## config.mk

```make
export PLATFORM = sky130hd
export DESIGN_NAME = decode_execute_reg
export DESIGN_NICKNAME = d
export VERILOG_FILES = /design/src/rtl/riscv_pkg.sv /design/src/rtl/decode_execute_reg_hazard_detect.sv /design/src/rtl/decode_execute_reg.sv
export SDC_FILE = /design/constraint.sdc
export NUM_CORES = 1
export LEC_CHECK = 0
export CAP_MARGIN = 20
export CORE_AREA = 2 2 152 154
export CTS_CLUSTER_SIZE = 40
export DETAILED_ROUTE_END_ITERATION = 6
export DIE_AREA = 0 0 154 156
export PLACE_DENSITY = 0.73
export SETUP_SLACK_MARGIN = 0.15
export SLEW_MARGIN = 5
export SYNTH_ARGS = -nofsm -noshare
export SYNTH_HDL_FRONTEND = slang
export SYNTH_HIERARCHICAL = 1
export SYNTH_SLANG_ARGS = --single-unit
```

## constraint.sdc

```tcl
create_clock -name clk -period 6.1 [get_ports clk]
set_input_delay 0.915 -clock clk [delete_from_list [all_inputs] [get_ports clk]]
set_output_delay 0.915 -clock clk [all_outputs]
set_load 0.01 [all_outputs]
```

## src/rtl/riscv_pkg.sv

```systemverilog
// Shared RV32I pipeline types: result-source encodings and the E-stage control bundle.
package riscv_pkg;

  localparam int unsigned ALU_CTRL_W = 4;
  localparam int unsigned RES_SRC_W  = 2;

  typedef enum logic [RES_SRC_W-1:0] {
    RES_ALU  = 2'b00,
    RES_LOAD = 2'b01,
    RES_PC4  = 2'b10
  } result_src_e;

  // Control fields carried from decode into execute.
  typedef struct packed {
    logic [ALU_CTRL_W-1:0] alu_control;
    logic                  alu_src;
    logic                  reg_write;
    logic                  mem_write;
    logic                  jump;
    logic                  branch;
    logic [RES_SRC_W-1:0]  result_src;
  } ctrl_t;

  // All-zero control is a harmless NOP, so a bubble is simply this value.
  localparam ctrl_t CTRL_NOP = '0;

endpackage

```

## src/rtl/decode_execute_reg_hazard_detect.sv

```systemverilog
// Load-use hazard detection between the instruction in E and the one in D.
module hazard_detect
  import riscv_pkg::*;
#(
  parameter int unsigned REG_AW = 5
) (
  input  logic                 valid_e,
  input  logic                 reg_write_e,
  input  logic [RES_SRC_W-1:0] result_src_e,
  input  logic [REG_AW-1:0]    rd_e,
  input  logic [REG_AW-1:0]    rs1_d,
  input  logic [REG_AW-1:0]    rs2_d,
  output logic                 load_use_c
);

  logic is_load_c;
  logic rd_nonzero_c;
  logic src_match_c;

  // A valid load writing a real register that D is about to read.
  always_comb begin
    is_load_c    = valid_e & reg_write_e & (result_src_e == RES_SRC_W'(RES_LOAD));
    rd_nonzero_c = (rd_e != '0);
    src_match_c  = (rd_e == rs1_d) | (rd_e == rs2_d);
    load_use_c   = is_load_c & rd_nonzero_c & src_match_c;
  end

endmodule

```

## src/rtl/decode_execute_reg.sv

```systemverilog
// Decode/execute pipeline register with load-use bubble insertion, flush handling,
// upstream stall/flush generation and a saturating bubble counter.
module decode_execute_reg
  import riscv_pkg::*;
#(
  parameter int unsigned XLEN   = 32,
  parameter int unsigned REG_AW = 5,
  parameter int unsigned CNT_W  = 16
) (
  input  logic                  clk,
  input  logic                  rst,
  input  logic                  hold_i,
  input  logic                  flush_i,
  input  logic [ALU_CTRL_W-1:0] ALUControlD,
  input  logic                  ALUSrcD,
  input  logic                  RegWriteD,
  input  logic                  MemWriteD,
  input  logic                  JumpD,
  input  logic                  BranchD,
  input  logic [RES_SRC_W-1:0]  ResultSrcD,
  input  logic [REG_AW-1:0]     Rs1D,
  input  logic [REG_AW-1:0]     Rs2D,
  input  logic [REG_AW-1:0]     RdD,
  input  logic [XLEN-1:0]       RD1D,
  input  logic [XLEN-1:0]       RD2D,
  input  logic [XLEN-1:0]       ImmExtD,
  input  logic [XLEN-1:0]       PCD,
  input  logic [XLEN-1:0]       PCPlus4D,
  output logic [ALU_CTRL_W-1:0] ALUControlE,
  output logic                  ALUSrcE,
  output logic                  RegWriteE,
  output logic                  MemWriteE,
  output logic                  JumpE,
  output logic                  BranchE,
  output logic [RES_SRC_W-1:0]  ResultSrcE,
  output logic [REG_AW-1:0]     Rs1E,
  output logic [REG_AW-1:0]     Rs2E,
  output logic [REG_AW-1:0]     RdE,
  output logic [XLEN-1:0]       RD1E,
  output logic [XLEN-1:0]       RD2E,
  output logic [XLEN-1:0]       ImmExtE,
  output logic [XLEN-1:0]       PCE,
  output logic [XLEN-1:0]       PCPlus4E,
  output logic                  ValidE,
  output logic                  stall_f_o,
  output logic                  stall_d_o,
  output logic                  flush_d_o,
  output logic [CNT_W-1:0]      bubble_cnt_o
);

  localparam logic [CNT_W-1:0] CNT_MAX = {CNT_W{1'b1}};

  ctrl_t             ctrl_q,  ctrl_n,  ctrl_d;
  logic              valid_q, valid_n;
  logic [REG_AW-1:0] rs1_q,   rs1_n;
  logic [REG_AW-1:0] rs2_q,   rs2_n;
  logic [REG_AW-1:0] rd_q,    rd_n;
  logic [XLEN-1:0]   rd1_q,   rd1_n;
  logic [XLEN-1:0]   rd2_q,   rd2_n;
  logic [XLEN-1:0]   imm_q,   imm_n;
  logic [XLEN-1:0]   pc_q,    pc_n;
  logic [XLEN-1:0]   pc4_q,   pc4_n;
  logic [CNT_W-1:0]  cnt_q;

  logic load_use_c;
  logic bubble_c;
  logic load_c;

  hazard_detect #(
    .REG_AW (REG_AW)
  ) u_hazard_detect (
    .valid_e      (valid_q),
    .reg_write_e  (ctrl_q.reg_write),
    .result_src_e (ctrl_q.result_src),
    .rd_e         (rd_q),
    .rs1_d        (Rs1D),
    .rs2_d        (Rs2D),
    .load_use_c   (load_use_c)
  );

  // Hold wins over everything; flush and load-use both turn into a bubble.
  always_comb begin
    bubble_c  = ~hold_i & (flush_i | load_use_c);
    load_c    = ~hold_i & ~bubble_c;
    stall_f_o = hold_i | (load_use_c & ~flush_i);
    stall_d_o = hold_i | (load_use_c & ~flush_i);
    flush_d_o = flush_i & ~hold_i;
  end

  // Pack the decode control fields into the E-stage bundle.
  always_comb begin
    ctrl_d             = CTRL_NOP;
    ctrl_d.alu_control = ALUControlD;
    ctrl_d.alu_src     = ALUSrcD;
    ctrl_d.reg_write   = RegWriteD;
    ctrl_d.mem_write   = MemWriteD;
    ctrl_d.jump        = JumpD;
    ctrl_d.branch      = BranchD;
    ctrl_d.result_src  = ResultSrcD;
  end

  // Next E contents: keep by default, zero on a bubble, take D on a normal advance.
  always_comb begin
    ctrl_n  = ctrl_q;
    valid_n = valid_q;
    rs1_n   = rs1_q;
    rs2_n   = rs2_q;
    rd_n    = rd_q;
    rd1_n   = rd1_q;
    rd2_n   = rd2_q;
    imm_n   = imm_q;
    pc_n    = pc_q;
    pc4_n   = pc4_q;
    if (bubble_c) begin
      ctrl_n  = CTRL_NOP;
      valid_n = 1'b0;
      rs1_n   = '0;
      rs2_n   = '0;
      rd_n    = '0;
      rd1_n   = '0;
      rd2_n   = '0;
      imm_n   = '0;
      pc_n    = '0;
      pc4_n   = '0;
    end else if (load_c) begin
      ctrl_n  = ctrl_d;
      valid_n = 1'b1;
      rs1_n   = Rs1D;
      rs2_n   = Rs2D;
      rd_n    = RdD;
      rd1_n   = RD1D;
      rd2_n   = RD2D;
      imm_n   = ImmExtD;
      pc_n    = PCD;
      pc4_n   = PCPlus4D;
    end
  end

  // E-stage register.
  always_ff @(posedge clk or posedge rst) begin
    if (rst) begin
      ctrl_q  <= CTRL_NOP;
      valid_q <= 1'b0;
      rs1_q   <= '0;
      rs2_q   <= '0;
      rd_q    <= '0;
      rd1_q   <= '0;
      rd2_q   <= '0;
      imm_q   <= '0;
      pc_q    <= '0;
      pc4_q   <= '0;
    end else begin
      ctrl_q  <= ctrl_n;
      valid_q <= valid_n;
      rs1_q   <= rs1_n;
      rs2_q   <= rs2_n;
      rd_q    <= rd_n;
      rd1_q   <= rd1_n;
      rd2_q   <= rd2_n;
      imm_q   <= imm_n;
      pc_q    <= pc_n;
      pc4_q   <= pc4_n;
    end
  end

  // Saturating count of inserted bubbles.
  always_ff @(posedge clk or posedge rst) begin
    if (rst) begin
      cnt_q <= '0;
    end else if (bubble_c && (cnt_q != CNT_MAX)) begin
      cnt_q <= cnt_q + CNT_W'(1);
    end
  end

  // Unpack registered state onto the E outputs.
  always_comb begin
    ALUControlE  = ctrl_q.alu_control;
    ALUSrcE      = ctrl_q.alu_src;
    RegWriteE    = ctrl_q.reg_write;
    MemWriteE    = ctrl_q.mem_write;
    JumpE        = ctrl_q.jump;
    BranchE      = ctrl_q.branch;
    ResultSrcE   = ctrl_q.result_src;
    ValidE       = valid_q;
    Rs1E         = rs1_q;
    Rs2E         = rs2_q;
    RdE          = rd_q;
    RD1E         = rd1_q;
    RD2E         = rd2_q;
    ImmExtE      = imm_q;
    PCE          = pc_q;
    PCPlus4E     = pc4_q;
    bubble_cnt_o = cnt_q;
  end

endmodule

```

==> results by group <==
Place
  – Placer congestion estimate: 0.816
  – Placed insts: 1153
  – Number of port buffers: 395
  – Dpl hpwl: 15.9 mm
  – Pre-CTS WS: 2.05 ns

GRT
  – GR Overflow Total: 0
  – First-pass GRT wire length: 35.6 mm
  – Vias in the first global route: 6336
  – Global Route Usage Sum: 18.4%
  – Initial antenna violation count: 0
  – Largest net degree at the start of global routing: 118

Routing
  – DRT Pass-1 Iters: 4
  – Post-DRT Antenna Nets: 0
  – Mean number of vias per cell: 4.98
  – Final wirelength: 23.0 mm
  – Total vias in the final route: 5938
  – Iteration-0 DRC Markers: 335
  – # DRC: 0
  – Wire per inst: 19.3 um

CTS
  – Clock buffer depth: 3
  – Skew-Pair Late Insertion Delay: 0.50 ns
  – Reg clk slew, reported paths: 0.06 ns
  – # clock sinks: 203
  – Post-CTS sizing: 0
  – CTS tree: built
  – H-tree level count: 1
  – Root buffer cell: clkbuf_16
  – Postcts setup bufs: 0
  – Num CTS Buffers: 23
  – Hold Buf Count CTS: 0

Floorplan
  – Top Ports: 396
  – Core area: 0.0224 sq mm
  – Height of the die: 156 um
  – Cell Rows: 55
  – Die X: 154 um
  – Starting Density: 33.4%
  – Die ar.: 0.0240 sq mm

Synthesis
  – Yosys top cell by area: dfrtp_1
  – Post-synthesis mux area share: 0.201%
  – XOR/XNOR share of the synthesized area: 2.70%
  – Synthesized area: 0.00747 sq mm
  – Adder-cell share of the synthesized area: 0.168%
  – Synth Instances: 511
  – Complex-gate fraction of the synthesized area: 22.8%
  – Simple-Gate Fraction of Synth Area: 3.57%
  – Largest family of logic cells by synthesized area: compound AO/OA/AOI/OAI gates
  – Post-synth cell types: 31
  – Area contributors post-synth: dfrtp_1, a22o_1, xor2_1, clkbuf_1, xnor2_1
  – Sequential element share of the synthesized area: 68.0%
  – Mapped Nets: 702
  – Seq cells post-synth: 203
  – Mapped Avg Cell Area: 14.6 sq um
  – Syn. warnings: 6
  – Area share of the largest cell type after synthesis: 68.0%

Timing
  – Fmax: 0.248 GHz
  – Clock skew: 0.0114 ns
  – Setup Viol. Count Final: 0
  – Final Critical Period: 4.02 ns
  – Slew HR: 30.8%
  – Setup TNS Final: 0 ns
  – Hold Fails Final Rpt: 0
  – Final worst-path cycle share: 66.0%
  – RSZ-0062 raised after global routing: false
  – Fin Hold WS: 0.500 ns
  – Slew at the pin closest to its max-slew limit: 1.04 ns
  – Setup WS post-layout: 2.08 ns
  – Pins Over Slew Limit: 0

Layout
  – Fillers: 1846
  – Reg area: 0.00508 sq mm
  – Multi-input gate area: 0.00220 sq mm
  – Final cell count without fillers: 1193
  – Synthesis-to-finish area growth: 66.5%
  – Ant diodes: 0
  – Nets: 1084
  – Most common cell after layout, fill and taps aside: clkdlybuf4s50_1
  – Most frequent cells in the layout: clkdlybuf4s50_1, dfrtp_1, a22o_1, clkbuf_16, xor2_1
  – Layout cells sized above 1: 5.51%

Power
  – P_leak: 5.46 nW
  – Pwr dens: 290 mW/mm^2
  – Max IR drop VDD: 0.165 mV

Critical path
  – Crit Path Max Fanout: 3
  – Crit start category: primary input
  – Crit path kind: primary input to output port
  – WP data arrival: 3.11 ns
  – Worst Setup End Kind: output port
  – WP data required: 5.18 ns
  – Worst r2r path cells: 8

Outcome
  – Status: complete, no violations

Min path
  – Hold Crit Depth: 1
  – Min-delay worst type: flip-flop to flip-flop

Run
  – Max Cap Viol: 0
==> worst max-delay path: stages <==
cell             delay [ns]
clkdlybuf4s50_1        0.45
xor2_1                 0.16
nor3_1                 0.25
nand3_1                0.12
a221oi_2               0.45
a21o_1                 0.20
clkdlybuf4s50_1        0.56
==> routing by layer <==
layer / share of wire (%) / GRT usage (%) / vias to the layer above
met5: 0 / 0 / -
met4: 2.2 / 5.74 / 0
met3: 8.6 / 5.67 / 40
met2: 49 / 31.2 / 268
met1: 41 / 22.6 / 2912
li1: - / - / 2718
==> stage by stage <==
stage / power [mW] / instance area [sq um] / util, %
6_report: 3.61 / 12400 / 55.6
5_1_grt: 3.77 / 12400 / 55.6
2_1_floorplan: 1.80 / 7470 / -
3_5_place_dp: 2.23 / 11700 / 52.1
4_1_cts: 3.66 / 12400 / 55.6
3_3_place_gp: 2.23 / 11700 / 52.1
==> state kept, by name (all words and copies together) (netlist names), 2 cells and up <==
signal        flops
bubble_cnt_o     16
RdE               5
PCPlus4E         32
RD2E             32
ResultSrcE        2
ALUControlE       4
PCE              32
ImmExtE          32
Rs2E              5
Rs1E              5
RD1E             32
==> cell usage after synthesis <==
cell type	number
nor2_2	1
xnor2_1	9
nor3_1	8
nand4b_1	1
or3_1	1
nand3_1	9
nor4_2	1
o21ai_0	4
buf_2	15
nor4_4	1
nor2_1	3
xor2_1	14
a31oi_1	1
nor3_2	1
nand2_1	3
inv_1	2
nand4_1	5
buf_4	1
nor3b_1	2
clkbuf_1	27
nor4b_1	1
a22o_1	186
a221oi_2	1
a21oi_1	1
and3_1	2
a21o_1	2
mux2_4	1
ha_1	1
dfrtp_1	203
and4_1	3
o21bai_2	1
==> kinds of logic (layout without fill, tap and decap cells) <==
group	count (synthesis)	after routing
AO/OA/AOI/OAI	196	196
XOR/XNOR	23	23
adder cells (fa/ha/maj)	1	1
buffers and inverters	45	442
flip-flops	203	203
multiplexers	1	1
AND/OR/NAND/NOR	42	42
==> final timing paths <==
| kind | startpoint | to | slack (ns) |
|---|---|---|---|
| min in group asynchronous | rst | RD1E[29] | 0.79 |
| max in group asynchronous | rst | bubble_cnt_o[13] | 4.08 |
| max reg2reg | RdE[0] | bubble_cnt_o[11] | 3.34 |
| min reg2reg | RD2E[3] | RD2E[3] | 0.50 |
| min | RD2E[3] | RD2E[3] | 0.50 |
| max | Rs1D[2] | stall_f_o | 2.08 |
==> power breakdown <==
group          switching [mW]  internal [mW]
Sequential             0.0937           1.46
Clock                   0.528          0.870
Combinational           0.250          0.401
Total                   0.872           2.74
==> final cells by class <==
type                            instances  share of cell area, %
Tap cell                              285                   2.87
Inverter                                2                 0.0906
Sequential cell                       203                   40.9
Timing Repair Buffer                  400                   32.2
Clock inverter                          5                  0.604
Clock buffer                           35                   5.64
Multi-Input combinational cell        263                   17.7
Power figures use the tool's default switching activity.
